[config.mk]
export PLATFORM = sky130hd
export DESIGN_NAME = gpu_axi_target
export DESIGN_NICKNAME = d
export VERILOG_FILES = /design/src/rtl/gpu_axi_target.sv
export SDC_FILE = /design/constraint.sdc
export NUM_CORES = 1
export LEC_CHECK = 0
export BUFFER_PORTS_ARGS = -buffer_cell sky130_fd_sc_hd__buf_2
export CAP_MARGIN = 20
export CORE_MARGIN = 10
export CORE_UTILIZATION = 54
export DETAILED_ROUTE_END_ITERATION = 10
export PLACE_DENSITY_LB_ADDON = 0.3
export SLEW_MARGIN = 20
export SYNTH_ARGS = -nofsm -noshare
export SYNTH_HDL_FRONTEND = slang
export SYNTH_SLANG_ARGS = --single-unit
export TNS_END_PERCENT = 30
[constraint.sdc]
create_clock -name clk -period 2.3 [get_ports clk]
set_input_delay 0.46 -clock clk [delete_from_list [all_inputs] [get_ports clk]]
set_output_delay 0.46 -clock clk [all_outputs]
set_load 0.01 [all_outputs]
[src/rtl/gpu_axi_target.sv]
// AXI4-lite register file for GPU frame control: programs the triangle sequencer and reports completion.
// Define GPU_AXI_TARGET_IRQ_EN to add the IRQ_ENABLE register and a live irq output.
module gpu_axi_target #(
  parameter int SADDR_WIDTH = 32,
  parameter int MADDR_WIDTH = 32
) (
  input  logic                   clk,
  input  logic                   reset_n,
  input  logic [SADDR_WIDTH-1:0] awaddr,
  input  logic [2:0]             awprot,
  input  logic                   awvalid,
  output logic                   awready,
  input  logic [31:0]            wdata,
  input  logic [3:0]             wstrb,
  input  logic                   wvalid,
  output logic                   wready,
  output logic [1:0]             bresp,
  output logic                   bvalid,
  input  logic                   bready,
  input  logic [SADDR_WIDTH-1:0] araddr,
  input  logic [2:0]             arprot,
  input  logic                   arvalid,
  output logic                   arready,
  output logic [31:0]            rdata,
  output logic [1:0]             rresp,
  output logic                   rvalid,
  input  logic                   rready,
  output logic                   frame_start,
  input  logic                   frame_end,
  output logic [31:0]            triangles_count,
  output logic [MADDR_WIDTH-1:0] base_addr_vertex,
  output logic [MADDR_WIDTH-1:0] base_addr_color,
  output logic                   irq
);
  localparam logic [1:0] RESP_OKAY   = 2'b00;
  localparam logic [1:0] RESP_SLVERR = 2'b10;

  logic                   aw_held, w_held;
  logic [SADDR_WIDTH-1:0] aw_addr_q;
  logic [31:0]            w_data_q;
  logic [3:0]             w_strb_q;
  logic                   busy, done, err, irq_en;
  logic [31:0]            frame_count;

  logic                   aw_hs, w_hs, ar_hs, commit;
  logic [SADDR_WIDTH-1:0] wr_addr;
  logic [31:0]            wr_data;
  logic [3:0]             wr_strb;
  logic [2:0]             wr_idx, rd_idx;
  logic                   wr_bad, rd_bad;
  logic                   busy_n, done_n, err_n, irq_en_n, fs_n;
  logic [31:0]            tri_n, fc_n, rd_val;
  logic [MADDR_WIDTH-1:0] vb_n, cb_n;
  logic [1:0]             bresp_n;
  logic                   unused_ok;

  assign awready = !aw_held && !bvalid;
  assign wready  = !w_held && !bvalid;
  assign arready = !rvalid;
  assign aw_hs   = awvalid && awready;
  assign w_hs    = wvalid && wready;
  assign ar_hs   = arvalid && arready;

  // A write commits once both halves are available, either from the holding registers or this cycle.
  assign commit  = (aw_held || aw_hs) && (w_held || w_hs);
  assign wr_addr = aw_held ? aw_addr_q : awaddr;
  assign wr_data = w_held ? w_data_q : wdata;
  assign wr_strb = w_held ? w_strb_q : wstrb;
  assign wr_idx  = wr_addr[4:2];
  assign rd_idx  = araddr[4:2];
  assign wr_bad  = ((wr_addr >> 5) != '0) || (wr_idx == 3'd7);
  assign rd_bad  = ((araddr >> 5) != '0) || (rd_idx == 3'd7);

  assign unused_ok = ^{awprot, arprot, wr_addr[1:0], araddr[1:0]};

  function automatic logic [31:0] merge(input logic [31:0] old_v, input logic [31:0] new_v,
                                        input logic [3:0] strb);
    logic [31:0] res;
    for (int b = 0; b < 4; b++) res[8*b +: 8] = strb[b] ? new_v[8*b +: 8] : old_v[8*b +: 8];
    return res;
  endfunction

  always_comb begin
    busy_n   = busy;
    done_n   = done;
    err_n    = err;
    irq_en_n = irq_en;
    tri_n    = triangles_count;
    vb_n     = base_addr_vertex;
    cb_n     = base_addr_color;
    fc_n     = frame_count;
    fs_n     = 1'b0;
    bresp_n  = RESP_OKAY;
    if (commit) begin
      if (wr_bad) bresp_n = RESP_SLVERR;
      else begin
        case (wr_idx)
          3'd0: if (wr_strb[0] && wr_data[0]) begin
            if (busy) err_n = 1'b1;
            else if (triangles_count != '0) begin
              busy_n = 1'b1;
              fs_n   = 1'b1;
            end else done_n = 1'b1;
          end
          3'd1: if (wr_strb[0]) begin
            if (wr_data[1]) done_n = 1'b0;
            if (wr_data[2]) err_n = 1'b0;
          end
          3'd2: if (busy) bresp_n = RESP_SLVERR;
                else tri_n = merge(triangles_count, wr_data, wr_strb);
          3'd3: if (busy) bresp_n = RESP_SLVERR;
                else vb_n = MADDR_WIDTH'(merge(32'(base_addr_vertex), wr_data, wr_strb));
          3'd4: if (busy) bresp_n = RESP_SLVERR;
                else cb_n = MADDR_WIDTH'(merge(32'(base_addr_color), wr_data, wr_strb));
          3'd5: begin
`ifdef GPU_AXI_TARGET_IRQ_EN
            if (wr_strb[0]) irq_en_n = wr_data[0];
`endif
          end
          default: ;
        endcase
      end
    end
    // Sequencer completion comes last so a same-cycle W1C of DONE loses to the hardware set.
    if (frame_end && busy) begin
      busy_n = 1'b0;
      done_n = 1'b1;
      fc_n   = frame_count + 32'd1;
    end
  end

  always_comb begin
    rd_val = '0;
    case (rd_idx)
      3'd1:    rd_val = {29'b0, err, done, busy};
      3'd2:    rd_val = triangles_count;
      3'd3:    rd_val = 32'(base_addr_vertex);
      3'd4:    rd_val = 32'(base_addr_color);
      3'd5:    rd_val = {31'b0, irq_en};
      3'd6:    rd_val = frame_count;
      default: rd_val = '0;
    endcase
    if (rd_bad) rd_val = '0;
  end

  always_ff @(posedge clk or negedge reset_n) begin
    if (!reset_n) begin
      aw_held <= 1'b0;  w_held <= 1'b0;
      aw_addr_q <= '0;  w_data_q <= '0;  w_strb_q <= '0;
      bvalid <= 1'b0;   bresp <= RESP_OKAY;
      rvalid <= 1'b0;   rresp <= RESP_OKAY;  rdata <= '0;
      busy <= 1'b0;     done <= 1'b0;  err <= 1'b0;  irq_en <= 1'b0;
      triangles_count <= '0;  base_addr_vertex <= '0;  base_addr_color <= '0;
      frame_count <= '0;  frame_start <= 1'b0;  irq <= 1'b0;
    end else begin
      if (commit) begin
        aw_held <= 1'b0;
        w_held  <= 1'b0;
        bvalid  <= 1'b1;
        bresp   <= bresp_n;
      end else begin
        if (aw_hs) begin
          aw_held   <= 1'b1;
          aw_addr_q <= awaddr;
        end
        if (w_hs) begin
          w_held   <= 1'b1;
          w_data_q <= wdata;
          w_strb_q <= wstrb;
        end
        if (bready) bvalid <= 1'b0;
      end
      if (ar_hs) begin
        rvalid <= 1'b1;
        rdata  <= rd_val;
        rresp  <= rd_bad ? RESP_SLVERR : RESP_OKAY;
      end else if (rready) rvalid <= 1'b0;
      busy            <= busy_n;
      done            <= done_n;
      err             <= err_n;
      irq_en          <= irq_en_n;
      triangles_count <= tri_n;
      base_addr_vertex <= vb_n;
      base_addr_color <= cb_n;
      frame_count     <= fc_n;
      frame_start     <= fs_n;
      irq             <= done_n & irq_en_n;
    end
  end
endmodule
## Yosys cells after proc, flatten, opt, wreduce, memory -nomap -nowiden

Index checks and enable logic that the tools add are counted.

| word-level totals | value |
|---|---|
| flip-flop bits (word level) | 240 |
| logic and storage cells | 142 |
| input port bits | 114 |
| output and inout bits | 139 |

| cells by class | value |
|---|---|
| muxes and demuxes | 43 |
| $add $sub $neg | 1 |
| reduce and logical (&&, ||, !) cells | 47 |
| equal/unequal tests | 21 |
| bitwise gates (word level) | 3 |

Operators by type and width:

| cell | count |
|---|---|
| $pmux W32 S5 | 1 |
| $mux W32 | 3 |
| $reduce_bool A32 Y1 | 3 |
| $reduce_and A5 Y1 | 12 |
| $add A32 B1 Y32 const B | 1 |
| $mux W1 | 32 |
| $reduce_bool A2 Y1 | 8 |
| $eq A3 B3 Y1 const B | 5 |
| $ne A3 B3 Y1 const B | 5 |
| $eq A3 B2 Y1 const B | 4 |
| $logic_and A1 B1 Y1 | 8 |
| $mux W2 | 4 |
| $ne A2 B2 Y1 const B | 4 |
| $reduce_and A8 Y1 | 1 |
| $reduce_and A7 Y1 | 1 |
| $eq A3 B1 Y1 const B | 2 |
| $logic_not A1 Y1 | 4 |
| $logic_or A1 B1 Y1 | 4 |
| $mux W4 | 1 |
| $pmux W1 S2 | 2 |
| $reduce_and A2 Y1 | 2 |
| $reduce_and A4 Y1 | 1 |
| $logic_not A3 Y1 | 1 |
| $not A1 Y1 | 3 |
| 3 further kinds | 3 |

## Logic depth before layout (Yosys ltp)

| logic depth | value |
|---|---|
| depth after elaboration | 8 |
| mapped depth | 7 |
| gate-level depth less buffers | 6 |

## Least setup slack after synthesis

Ideal clock, no wire load.

| timing | value |
|---|---|
| path type | input port to flip-flop |
| start point | input awaddr[12] |
| end point | register base_addr_color[0] |
| stages | 6 |
| setup slack | 0.167 ns |
| data required time | 2.175 ns |
| arrival | 2.008 ns |
| path buffers | 1 |
| library setup time | 0.125 ns |
| cell sequence | nor4_1 > nand4_1 > a211oi_4 > buf_12 > nand3_4 > mux2_4 |

| between the ends | value |
|---|---|
| longest elaborated chain between the ends | 5 |

RTL lines:

| item | RTL line | text |
|---|---|---|
| start, declared | 9 | `input logic [SADDR_WIDTH-1:0] awaddr,` |
| $mux W32 | 66 | `assign wr_addr = aw_held ? aw_addr_q : awaddr;` |
| $reduce_bool A32 Y1 | 71 | `assign wr_bad = ((wr_addr >> 5) != '0) \|\| (wr_idx == 3'd7);` |
| $logic_or A1 B1 Y1 | 71 |  |
| $not A1 Y1 (no line) | n/a |  |
| $reduce_and A5 Y1 (no line) | n/a |  |
| end signal, assigned | 184 | `base_addr_color <= cb_n;` |
| end, declared | 32 | `output logic [MADDR_WIDTH-1:0] base_addr_color,` |

No other way between the ends.
A chain may end at the register's enable or synchronous reset.

## Worst setup path in the final report

| timing | value |
|---|---|
| start point | register aw_held |
| end point | register triangles_count[18] |

| between the ends | value |
|---|---|
| longest elaborated chain between the ends | 6 |
| elaborated cells on any way between the ends | 12 |
| those cells by class | eq/ne (2); mux (1); bitwise (1); reduce/logical (8) |

RTL lines:

| item | RTL line | text |
|---|---|---|
| start, declared | 38 | `logic aw_held, w_held;` |
| start signal, assigned | 148 | `aw_held <= 1'b0; w_held <= 1'b0;` |
| start signal, assigned | 157 | `aw_held <= 1'b0;` |
| start signal, assigned | 163 | `aw_held <= 1'b1;` |
| branches (longest 5 deep; another with $mux W32) | n/a |  |
| $reduce_and A5 Y1 (no line) (*) | n/a |  |
| end signal, assigned | 182 | `triangles_count <= tri_n;` |
| end, declared | 30 | `output logic [31:0] triangles_count,` |

Mark *: on every way between the ends.

==> flow_summary.toml <==
[clock_network]
cts_buffers = 25
clock_sinks = 236
path_clk_slew_ns = 0.06
htreeDepth = 1
cts-root-buf = "clkbuf_16"
clk_path_buf_depth = 3
clk_latency_ns = 0.52
cts_tree = "built"
post_cts_buffers = 0

[yosys]
ys_warn_count = 0
synth_edf_count = 0
async_flop_share_pct = 100
synth_area_um2 = 11000
synth-seq-area-share_pct = 53.8
syn_avg_cell_area_um2 = 12.8
ys.flop_type = "dfrtp_1"
synth.distinct_cells = 49
synth_seq_cells = 236
netlist_instances = 855

[worst_setup_path]
cp.required_ns = 2.70
cp-end-kind = "flop"
arrival_ns = 2.59
criticalPathCategory = "flop to flop"
path_max_fanout = 13
worstSetupStartpointType = "flop"

[route]
routed_wl_um = 30300
antenna_left = 0
drc = 0
routed_via_density = 5.71
drt_pass1_iterations = 5
drtIter0Drc = 473
drt-wirelength-per-cell_um = 21.4
via_count = 8066

[die]
io_pins = 253
die_x_um = 163
initial_core_util_pct = 54.6
die_area_um2 = 26400
rows = 52
core_area_um2 = 20100
die_h_um = 163

[power]
switching_share_pct = 27.5
combPwrFrac_pct = 21.2
power.density_nw_per_um2 = 848
peakVddDrop_v = 0.000761
p_switching_w = 0.00316
p_clk_share_pct = 33.9
leakage_nw = 6.80
internal-power_w = 0.00833
seqPwrFrac_pct = 44.9

[layout]
ff_latch_area_um2 = 5910
fillers = 1493
nNetsFinal = 1235
syn_to_final_growth_pct = 23.5
multi_input_area_um2 = 4860
final_cell_mix = "buf_2, dfrtp_1, mux2_2, nand2_1"
layout-drive-gt1-share_pct = 47.1
layout.cells.most_common = "buf_2"

[sta]
slew_violations = 0
worst_pin_slew_ns = 0.603
skew_ns = 0.0148
finalHoldViolCount = 0
worst_slack_ns = 0.107
rsz0062_at_grt = "false"
whs_ns = 0.112
min_period_ns = 2.19
period_share_pct = 95.3
fmax_mhz = 456
setup_viol = 0
slew_headroom_pct = 59.4

[grt]
antenna_found_initial = 7
track_usage_pct = 22.2
grt_pass1_vias = 8530
grt_pass1_wl_um = 47600
gr-total-overflow = 0
grt_max_degree = 61

[placement]
post-place-ws_ns = -0.120
dp_hpwl_um = 21600
io_buffer_count = 239
place_congestion = 0.827

[job]
max-cap-violations = 0

[status]
status = "finished clean"

[min_path]
hold_class = "input pin to flop"
[sequential cells by signal, summed over array words and instances (netlist names)]
signal and cells:
aw_addr_q 30, aw_held 1, base_addr_color 32, base_addr_vertex 32, bresp 1, busy 1, bvalid 1, done 1
err 1, frame_count 32, frame_start 1, rdata 32, rresp 1, rvalid 1, triangles_count 32, w_data_q 32
w_held 1, w_strb_q 4
[repair_timing]
item,4_1_cts,5_1_grt
resized for setup,0,1
hold buffers,1,0
endpoints found under the hold margin,53,0
endpoints found under the setup margin,0,17
[critical path, cell delays in order (launching register included)]
cell     delay, ns
dfrtp_1       0.46
nor4_1        0.35
nand4_1       0.23
a22oi_4       0.24
buf_12        0.20
nand3_4       0.22
mux2_4        0.36
[power by group through the flow]
stage / Combinational [W] / Sequential (W) / Clock (W)
after floorplan: 0.00178 / 0.00509 / 0
after global placement: 0.00237 / 0.00518 / 0
after detailed placement: 0.00244 / 0.00522 / 0
after CTS: 0.00246 / 0.00515 / 0.00397
after global routing: 0.00265 / 0.00522 / 0.00412
final: 0.00244 / 0.00516 / 0.00389
[kinds of logic (layout without fill, tap and decap cells)]
kind of cell / Yosys count / count (layout) / synth area share [%]
flops: 236 / 236 / 53.8
simple gates: 211 / 211 / 10.8
mux: 208 / 208 / 22.7
compound gates: 119 / 119 / 8.01
buf+inv: 49 / 330 / 2.13
xor+xnor: 30 / 30 / 2.39
fa+ha+maj: 1 / 1 / 0.114
other cells: 1 / 8 / 0.0342
[cells in the mapped netlist, types with 3 or more instances]
master	instances	area (µm²)
nand3_4	10	175
dfrtp_1	236	5910
mux2_2	153	1720
and3b_1	4	35.0
nand4_1	14	87.6
xnor2_1	16	140
buf_4	3	22.5
a211oi_1	4	30.0
a21oi_1	10	50.1
or2_2	5	31.3
nor4_1	24	150
o21ai_0	37	185
xor2_1	14	123
nand3_1	13	65.1
buf_1	3	11.3
buf_2	6	30.0
nor2_1	42	158
mux2_4	41	616
inv_1	9	33.8
a22o_1	29	254
a221oi_1	29	254
nand2_1	58	218
and3_1	9	56.3
nor3b_1	6	45.0
nor3_1	12	60.1
clkbuf_1	25	93.8
mux2i_1	13	130
[path summary, 6_finish.rpt]
check	start	to	slack [ns]	depth (start not counted)
hold / removal	rready	rvalid	0.11	2
setup / recovery	aw_held	triangles_count[18]	0.11	6
setup reg to reg	aw_held	triangles_count[18]	0.11	6
max in group asynchronous	reset_n	w_data_q[10]	1.12	3
hold reg to reg	rdata[0]	rdata[0]	0.47	2
min in group asynchronous	reset_n	base_addr_color[6]	0.50	2
[stage by stage]
step	cells	cell area, µm²	util (%)	total power (W)	TNS, ns
global route	1412	13600	67.4	0.0120	0
detailed placement	1362	12700	63.3	0.00766	-6.88
CTS	1408	13500	67.4	0.0116	0
floorplan	857	11000	-	0.00687	0
global placement	1362	12700	63.3	0.00756	-5.09
finish	1413	13600	67.4	0.0115	0
[routing by layer]
metal | global-route usage (%) | up-vias | part of all wire (%)
met3 | 6.07 | 50 | 7.3
met4 | 6.07 | 4 | 2.2
met5 | 0 | - | 0.086
li1 | - | 3692 | -
met1 | 28.4 | 4050 | 42
met2 | 36.6 | 270 | 48
[area by class of cell]
| type | instances | share of cell area, % |
|---|---|---|
| clock buffer | 39 | 5.67 |
| timing repair buffer | 276 | 11.8 |
| inverter | 9 | 0.249 |
| antenna | 5 | 0.0923 |
| clock inverter | 6 | 0.268 |
| sequential | 236 | 43.6 |
| multi-input combinational | 572 | 35.9 |
| tap | 270 | 2.49 |
Note: power is estimated with default switching activity, not from simulation.
